## src/rtl/coinc_pkg.sv

```systemverilog
// Shared types and elaboration helpers for the gated coincidence counter.
// Pair numbering is lexicographic: (0,1),(0,2)..(0,N-1),(1,2)..
package coinc_pkg;

    typedef enum logic [1:0] {
        IDLE = 2'd0,
        RUN  = 2'd1,
        LAST = 2'd2
    } state_t;

    function automatic int npairs(input int n);
        return (n * (n - 1)) / 2;
    endfunction

    function automatic int pair_index(input int i, input int j, input int n);
        return i * n - (i * (i + 1)) / 2 + (j - i - 1);
    endfunction

endpackage

```

## src/rtl/coinc_chan_front.sv

```systemverilog
// Per-channel front end: registered rising-edge extraction, tapped delay line
// and a retriggerable coincidence-window down-counter.
module coinc_chan_front #(
    parameter int NBITS = 4,
    parameter int WBITS = 3
) (
    input  logic             Clk,
    input  logic             Rst_n,
    input  logic             channel,
    input  logic [NBITS-1:0] delay,
    input  logic [WBITS-1:0] window,
    output logic             d,
    output logic             armed
);

    localparam int DEPTH = 2**NBITS - 1;

    logic             prev_p0;
    logic             edge_p0;
    logic [DEPTH-1:0] line_p1;
    logic [WBITS-1:0] win_cnt;

    // stage 0: edge register; stage 1: delay line fed by the edge pulse
    always_ff @(posedge Clk or negedge Rst_n) begin
        if (!Rst_n) begin
            prev_p0 <= 1'b0;
            edge_p0 <= 1'b0;
            line_p1 <= '0;
        end else begin
            prev_p0 <= channel;
            edge_p0 <= channel & ~prev_p0;
            line_p1 <= (line_p1 << 1) | DEPTH'(edge_p0);
        end
    end

    always_comb begin
        d = edge_p0;
        if (delay != '0) d = line_p1[delay - NBITS'(1)];
    end

    // armed reflects the counter before this cycle's reload
    always_ff @(posedge Clk or negedge Rst_n) begin
        if (!Rst_n) begin
            win_cnt <= '0;
        end else if (d) begin
            win_cnt <= window;
        end else if (win_cnt != '0) begin
            win_cnt <= win_cnt - 1'b1;
        end
    end

    assign armed = (win_cnt != '0);

endmodule

```

## src/rtl/coincidence_counter_gated.sv

```systemverilog
// Gated multi-channel coincidence counter: counts pair coincidences and singles
// over back-to-back integration periods and publishes a snapshot at each end.
module coincidence_counter_gated
    import coinc_pkg::*;
#(
    parameter int NCHAN = 4,
    parameter int NBITS = 4,
    parameter int CBITS = 16,
    parameter int WBITS = 3,
    parameter int TBITS = 24,
    localparam int NPAIRS = npairs(NCHAN)
) (
    input  logic                    Clk,
    input  logic                    Rst_n,
    input  logic [NCHAN-1:0]        Channels,
    input  logic [NCHAN*NBITS-1:0]  Delays,
    input  logic [WBITS-1:0]        Window,
    input  logic [TBITS-1:0]        Period,
    input  logic                    Start,
    input  logic                    Stop,
    output logic [NPAIRS*CBITS-1:0] Counts,
    output logic [NCHAN*CBITS-1:0]  Singles,
    output logic [NPAIRS-1:0]       Overflow,
    output logic                    Counts_valid,
    output logic                    Busy
);

    localparam logic [CBITS-1:0] CMAX = '1;

    state_t            state, next_state;
    logic [TBITS-1:0]  timer;
    logic [NCHAN-1:0]  d, armed;
    logic [NPAIRS-1:0] coinc, ovf, lost;
    logic [CBITS-1:0]  pair_cnt [NPAIRS];
    logic [CBITS-1:0]  pair_next [NPAIRS];
    logic [CBITS-1:0]  single_cnt [NCHAN];
    logic [CBITS-1:0]  single_next [NCHAN];
    logic              counting, period_end, load_start;

    function automatic logic [CBITS-1:0] sat_inc(input logic [CBITS-1:0] v, input logic inc);
        return (inc && v != CMAX) ? v + 1'b1 : v;
    endfunction

    for (genvar c = 0; c < NCHAN; c++) begin : g_chan
        coinc_chan_front #(.NBITS(NBITS), .WBITS(WBITS)) u_front (
            .Clk     (Clk),
            .Rst_n   (Rst_n),
            .channel (Channels[c]),
            .delay   (Delays[c*NBITS +: NBITS]),
            .window  (Window),
            .d       (d[c]),
            .armed   (armed[c])
        );
    end

    for (genvar i = 0; i < NCHAN; i++) begin : g_row
        for (genvar j = i + 1; j < NCHAN; j++) begin : g_col
            localparam int K = pair_index(i, j, NCHAN);
            assign coinc[K] = (d[i] & (d[j] | armed[j])) | (d[j] & armed[i]);
        end
    end

    always_comb begin
        for (int k = 0; k < NPAIRS; k++) begin
            pair_next[k] = sat_inc(pair_cnt[k], coinc[k]);
            lost[k]      = coinc[k] & (pair_cnt[k] == CMAX);
        end
        for (int c = 0; c < NCHAN; c++) begin
            single_next[c] = sat_inc(single_cnt[c], d[c]);
        end
    end

    always_comb begin
        next_state = state;
        counting   = (state != IDLE);
        period_end = counting && (timer == TBITS'(1));
        load_start = 1'b0;
        unique case (state)
            IDLE: if (Start && Period != '0) begin
                next_state = RUN;
                load_start = 1'b1;
            end
            RUN:  if (Stop) next_state = LAST;
            LAST: if (period_end) next_state = IDLE;
            default: next_state = IDLE;
        endcase
    end

    always_ff @(posedge Clk or negedge Rst_n) begin
        if (!Rst_n) begin
            state        <= IDLE;
            timer        <= '0;
            Busy         <= 1'b0;
            Counts_valid <= 1'b0;
        end else begin
            state        <= next_state;
            Busy         <= (next_state != IDLE);
            Counts_valid <= period_end;
            if (load_start || period_end) timer <= Period;
            else if (counting)            timer <= timer - 1'b1;
        end
    end

    // running counters restart at every period boundary
    always_ff @(posedge Clk or negedge Rst_n) begin
        if (!Rst_n) begin
            for (int k = 0; k < NPAIRS; k++) pair_cnt[k] <= '0;
            for (int c = 0; c < NCHAN; c++)  single_cnt[c] <= '0;
            ovf <= '0;
        end else if (load_start || period_end) begin
            for (int k = 0; k < NPAIRS; k++) pair_cnt[k] <= '0;
            for (int c = 0; c < NCHAN; c++)  single_cnt[c] <= '0;
            ovf <= '0;
        end else if (counting) begin
            for (int k = 0; k < NPAIRS; k++) pair_cnt[k] <= pair_next[k];
            for (int c = 0; c < NCHAN; c++)  single_cnt[c] <= single_next[c];
            ovf <= ovf | lost;
        end
    end

    always_ff @(posedge Clk or negedge Rst_n) begin
        if (!Rst_n) begin
            Counts   <= '0;
            Singles  <= '0;
            Overflow <= '0;
        end else if (period_end) begin
            for (int k = 0; k < NPAIRS; k++) Counts[k*CBITS +: CBITS] <= pair_next[k];
            for (int c = 0; c < NCHAN; c++)  Singles[c*CBITS +: CBITS] <= single_next[c];
            Overflow <= ovf | lost;
        end
    end

endmodule

```

## config.mk

```make
export PLATFORM = sky130hd
export DESIGN_NAME = coincidence_counter_gated
export DESIGN_NICKNAME = d
export VERILOG_FILES = /design/src/rtl/coinc_pkg.sv /design/src/rtl/coinc_chan_front.sv /design/src/rtl/coincidence_counter_gated.sv
export SDC_FILE = /design/constraint.sdc
export NUM_CORES = 1
export LEC_CHECK = 0
export BUFFER_PORTS_ARGS = -buffer_cell sky130_fd_sc_hd__buf_4
export CORE_MARGIN = 4
export CORE_UTILIZATION = 54
export DETAILED_ROUTE_END_ITERATION = 6
export GPL_ROUTABILITY_DRIVEN = 0
export HOLD_SLACK_MARGIN = 0.12
export PLACE_DENSITY = 0.77
export SLEW_MARGIN = 15
export SYNTH_ARGS = -nofsm -noshare
export SYNTH_HDL_FRONTEND = slang
export SYNTH_SLANG_ARGS = --single-unit
```

## constraint.sdc

```tcl
create_clock -name Clk -period 3.25 [get_ports Clk]
set_input_delay 0.1625 -clock Clk [delete_from_list [all_inputs] [get_ports Clk]]
set_output_delay 0.1625 -clock Clk [all_outputs]
set_load 0.01 [all_outputs]
```

# Word level (Yosys, flattened, before mapping)
# Index checks and enable logic that the tools add are counted.
dict set report totals {
  reg_bits 440
  word_cells 190
  input_bits 51
}
dict set report classes {
  magnitude_cmp 4
  add_sub_neg 19
  reduce_logical 30
  n_eq_ne 19
  n_mux 44
  n_bitwise 40
}
# operator n
set op_table {}
lappend op_table {{$mux 96} 2}
lappend op_table {{$add 16x1->16 const B} 10}
lappend op_table {{$mux 16} 10}
lappend op_table {{$ne 16x16->1 const B} 10}
lappend op_table {{$mux 64} 2}
lappend op_table {{$eq 16x16->1 const B} 6}
lappend op_table {{$or 15x1->15} 4}
lappend op_table {{$mux 24} 2}
lappend op_table {{$eq 24x1->1 const B} 1}
lappend op_table {{$mux 3} 8}
lappend op_table {{$reduce_bool 24->1} 1}
lappend op_table {{$sub 24x1->24 const B} 1}
lappend op_table {{$and 1x1->1} 22}
lappend op_table {{$lt 4x5->1 const B} 4}
lappend op_table {{$bmux 1 s4} 4}
lappend op_table {{$reduce_bool 4->1} 4}
lappend op_table {{$sub 4x1->4 const B} 4}
lappend op_table {{$reduce_bool 2->1} 7}
lappend op_table {{$logic_and 1x1->1} 12}
lappend op_table {{$mux 6} 2}
lappend op_table {{$reduce_bool 3->1} 4}
lappend op_table {{$sub 3x1->3 const B} 4}
lappend op_table {{$mux 1} 10}
lappend op_table {{$or 1x1->1} 9}
lappend op_table {{other kinds (8)} 13}

# Logic depth before layout (Yosys ltp)
dict set report depth {
  word_depth 11
  mapped_depth 14
  depth_no_buf 10
}

# Cells and area by module
# A second synthesis with hierarchy kept.
dict set report hier_totals {
  hier_cells 2394
  area_unflattened_um2 22665.5
}
# module cells_per_inst n_inst area_each_um2 seq_area_each_um2
set by_module_without_submodules {}
lappend by_module_without_submodules {coincidence_counter_gated 2082 1 18771.8 9008.6}
lappend by_module_without_submodules {coinc_chan_front 78 4 973.4 500.5}

# Worst setup path before layout
# No wires, ideal clock.
dict set report synth_timing {
  path_type {register to register}
  from {reg timer[10]}
  to {reg pair_cnt[79] (netlist bit)}
  path_stages_with_launch 10
  arrival_time_ns 3.021
  setup_time_ns 0.132
  path_slack_ns 0.098
  n_path_buf 2
  cell_sequence {dfrtp_1 > or4_1 > or4_1 > or4_1 > o21ai_1 > clkbuf_1 > clkbuf_1 > a21oi_1 > o21ai_0 > o31ai_1}
}
dict set report synth_between {
  elab_chain_cells 4
  elab_cells_between_ends 5
  classes_between {eq/ne: 1; mux: 1; reduce/logical: 3}
}
# element line
set synth_lines {}
lappend synth_lines {{from (decl)} coincidence_counter_gated.sv:31} ;# logic [TBITS-1:0] timer;
lappend synth_lines {{from (signal assigned)} coincidence_counter_gated.sv:99} ;# if (load_start || period_end) timer <= Period;
lappend synth_lines {{from (signal assigned)} coincidence_counter_gated.sv:100} ;# else if (counting) timer <= timer - 1'b1;
lappend synth_lines {{$eq 24x1->1 (*)} coincidence_counter_gated.sv:76} ;# period_end = counting && (timer == TBITS'(1));
lappend synth_lines {{$logic_and 1x1->1 (*)} coincidence_counter_gated.sv:76}
lappend synth_lines {{$logic_or 1x1->1 (*)} coincidence_counter_gated.sv:110} ;# end else if (load_start || period_end) begin
lappend synth_lines {{$mux 96 or $reduce_bool 2->1 (tied branches)} n/a}
lappend synth_lines {{to (decl)} coincidence_counter_gated.sv:34} ;# logic [CBITS-1:0] pair_cnt [NPAIRS];
# Every way passes the cells marked *; elsewhere a longest branch is shown, timed or not.
# A chain may end at the register's enable or synchronous reset.

# Worst setup path after layout
dict set report layout_timing {
  from {reg timer[10]}
  to {reg timer[19]}
}
dict set report layout_between {
  elab_chain_cells 4
  elab_cells_between_ends 7
  classes_between {add/sub: 1; eq/ne: 1; mux: 2; reduce/logical: 3}
}
# element
set layout_lines {}
lappend layout_lines {{branches (longest 4 deep; another with $sub 24x1->24)}}
# Several ways; the timed one is not identified. The select of a mux whose other input is x is not followed.

==> results <==
- The global routing met3 resource utilization is roughly 5%.
- In this run the number of H-tree levels came out at 2.
- For this configuration, the core starts out at a cell density of between 50% and 60%.
- For this run, the leading register cell type out of synthesis is dfrtp_1.
- The floorplan has 73 rows.
- For this run, global-route usage on met2 was measured as roughly 43%.
- The die outline width is about 210 µm.
- The pre-CTS setup slack is -115 ps.
- Summing every instance area after synthesis gives 21700 µm².
- The largest fanout on the critical path is 6.
- The worst min-delay path category is in -> async.
- The total via count after detailed routing is approximately 18k.
- The total area inside the core boundary comes to ~40000 µm².
- Setup slack on the critical path of the routed design comes to roughly 170 ps.
- The global routing's busiest layer is met2.
- For this design the static power due to leakage is between 10 and 15 nW.
- The number of port buffers is ~220.
- The first-pass GRT wire length is about 94000 µm.
- The first routing iteration left approximately 1.6k violations.
- Each instance of the synthesized netlist takes up on average 9.49 µm².
- The fmax is 325 MHz.
- The residual antenna-violating net count after detailed routing is 0.
- In this run the biggest area consumer among cell types represents approximately 50% of the synthesized area.
- The distinct cell type count after synthesis is 66.
- For this run, the total global-route usage over all layers was measured as 25.8%.
- The via count of the first global-routing pass was approximately 18k.
- The time the worst path needs with I/O delays and setup is 3080 ps.
- The portion of the post-synthesis area used by sequential elements is about half.
- The power per standard cell area is about 620 nW/µm².
- The relative slew slack is 33.4%.
- The filler cells instantiated in the layout total roughly 3.1k.
- Of all cell types, the one taking the most synthesized area is dfrtp_1.
- Power comes to approximately 0.016 W.
- The number of antenna diodes in the final layout is 0.
- For this run, the detailed router's first-pass iteration total came to 6.
- The final-report max-slew violation count came to 0.
- The total clock buffers created by CTS is 46.
- Yosys mapped a number of flops with a built-in enable equal to 0.
- The slew at the pin closest to its max-slew limit is between 900 and 1000 ps.
- The final hold violation count was 0.
- The number of clock sinks seen by CTS is 440.
- The global-route congestion overflow total is 0.
- By count the netlist is led by dfrtp_1, nand2_1, o21ai_0, clkbuf_1, a21oi_1.
- STA classifies the critical path endpoint as a register.
- For this run, the number of Yosys warnings is 0.
- The final period utilization is around 95%.
- The kind of start point of the critical path is a register.
- The number of antenna violations at the first check in global routing is 1.
- The root buffer selected by CTS is clkbuf_16.
- The buffer depth of the longest clock path is 3.
- Of all flip-flops after synthesis, the portion carrying an async set or reset was 100%.
- Setup violations remaining at the end of the flow were counted as 0.
- Cells fill between 60% and 70% of the core in the end.
- Entering global routing, the biggest net connects ~130 pins.
- Setup repair after global routing left no endpoint under its margin.
- The boundary pin count is ~220.
- The die is between 200 and 250 µm tall.
- Yosys attributes the largest share of cell area to dfrtp_1, o21ai_0, nand2_1.
- The wire length after detailed routing is about 58000 µm.
- The post-CTS clock slew at the launch and capture registers of the worst setup and hold paths is about 60 ps.
- The worst path required time is between 3000 and 4000 ps.
- After the last flow step, the layout net total stands at roughly 2.6k.
- Dividing the detail-routed wire length by the instance count gives between 15 and 20 µm.
- The flow ran to the end, and the final reports show no timing, DRC or antenna violations.
- TritonCTS built the clock tree.
- In the post-synthesis netlist, the cell with the most instances is dfrtp_1.
- The gate count of the mapped netlist is 2287.
- Clock skew on the completed layout was measured at between 15 and 20 ps.
- The number of maximum-capacitance violations is 0.
- The worst reg-to-reg setup slack is about 170 ps.
- The fraction of final layout cells with drive strength greater than 1 is between 10% and 20%.
- The peak ir drop on the vdd network is 0.608 mV.
- For the worst-skew pair, the clock arrives at the later sink with an insertion delay of approximately 580 ps.
- The synthesized design contains 440 register bits.
- Global routing consumed, on the met1 layer, about a third of the routing resources.
- The via density per instance is approximately 6.
- Compared with the post-synthesis result, the final layout area differs by 20.9%.
- The total half-perimeter wirelength after legalization and detailed placement is about 38000 µm.
- At the worst endpoint, the arrival time is between 3000 and 4000 ps.
- The final routed DRC violation total is 0.
- The die covers ~43000 µm².
- The critical path start-end classification is reg -> reg.
- The number of nets handed over by synthesis was ~2.4k.
[cells in the final DEF, fill, tap and decap left out, types with 10 or more instances in the layout]
| cell type | n |
|---|---|
| dfrtp_1 | 440 |
| nand2_1 | 328 |
| o21ai_0 | 325 |
| buf_4 | 272 |
| a21oi_1 | 104 |
| nand3_1 | 85 |
| nor2_1 | 77 |
| xor2_1 | 77 |
| xnor2_1 | 72 |
| o31ai_1 | 60 |
| a31oi_1 | 59 |
| inv_1 | 56 |
| and3_1 | 50 |
| clkbuf_16 | 49 |
| nand4_1 | 44 |
| dlygate4sd3_1 | 33 |
| nor3_1 | 31 |
| or3_1 | 31 |
| mux2i_1 | 30 |
| ha_1 | 28 |
| nor4_1 | 23 |
| and4_1 | 19 |
| a21o_1 | 17 |
| buf_12 | 17 |
| nor2b_1 | 13 |
| a32o_1 | 12 |
| clkbuf_8 | 12 |
| mux2_2 | 11 |
| mux4_2 | 11 |
| and2_1 | 11 |
| or4_1 | 10 |
| nor3b_1 | 10 |
| clkinv_2 | 10 |
[registers in the layout, summed over array words and instances, names as in the netlist, 2 cells and up]
signal / flops
state: 2
Overflow: 6
Counts: 96
timer: 24
pair_cnt: 96
g_chan.u_front.edge_p0: 4
g_chan.u_front.prev_p0: 4
g_chan.u_front.line_p1: 60
single_cnt: 64
ovf: 6
Singles: 64
g_chan.u_front.win_cnt: 12
[stage by stage]
stage	hold WS [ps]	area [µm²]	TNS (ps)	instances
after floorplan	-133	21700	0	2287
after detailed placement	203	24200	-613	2952
after global routing	182	26200	0	3073
final	148	26200	0	3073
after CTS	162	26100	0	3068
after global placement	201	24200	-10.1	2952
[repair_timing]
action	CTS	global route
setup endpoints to repair	0	15
endpoints found under the hold margin	183	0
hold buffers	33	0
gates resized for setup	0	5
setup buffers	0	2
[kinds of logic after synthesis]
kind of cell | count (synthesis) | share of synthesized area (%)
AND/OR/NAND/NOR | 773 | 17.5
AO/OA/AOI/OAI | 637 | 17.2
flip-flops | 440 | 50.7
buffers and inverters | 206 | 3.71
XOR/XNOR | 149 | 6.01
multiplexers | 54 | 3.26
adder cells (fa/ha/maj) | 28 | 1.61
[final timing paths]
kind | startpoint | to | cells after the start
max in group asynchronous | Rst_n | single_cnt[27] | 3
max reg2reg | timer[10] | timer[19] | 9
min reg2reg | g_chan[2].u_front.line_p1[6] | g_chan[2].u_front.line_p1[7] | 0
min | Rst_n | g_chan[2].u_front.line_p1[7] | 2
min in group Clk | Start | state[0] | 4
max | timer[10] | timer[19] | 9
[layout make-up]
| class | count | area, µm² | share of cell area, % |
|---|---|---|---|
| sequential | 440 | 11000 | 42.0 |
| multi-input combinational | 1641 | 9950 | 37.9 |
| timing repair buffer | 328 | 2830 | 10.8 |
| clock buffer | 62 | 1330 | 5.07 |
| tap | 525 | 657 | 2.50 |
| clock inverter | 21 | 256 | 0.977 |
| inverter | 56 | 210 | 0.801 |
[routing by layer]
metal  wire length [µm]  share of wire, %
met1              24500                43
met2              27600                48
met3               3710               6.4
met4               1720               3.0
met5                 11             0.019
[critical path, cell delays in order (launching register included)]
cell and delay [ps]:
dfrtp_1 420, or4_1 550, buf_4 170, or4_1 570, or3_1 350, nand2b_2 260, nor4_4 210, o21ai_0 120
nor2b_1 170, a21oi_1 170
[power by group]
| group | leakage [nW] | internal [W] | switching [W] | total [W] |
|---|---|---|---|---|
| Clock | 0.784 | 0.00327 | 0.00224 | 0.00551 |
| Sequential | 5.13 | 0.00589 | 0.000459 | 0.00635 |
| Combinational | 5.80 | 0.00173 | 0.00280 | 0.00453 |
| Total | 11.7 | 0.0109 | 0.00550 | 0.0164 |
No activity file was read; power rests on OpenSTA's default activity.
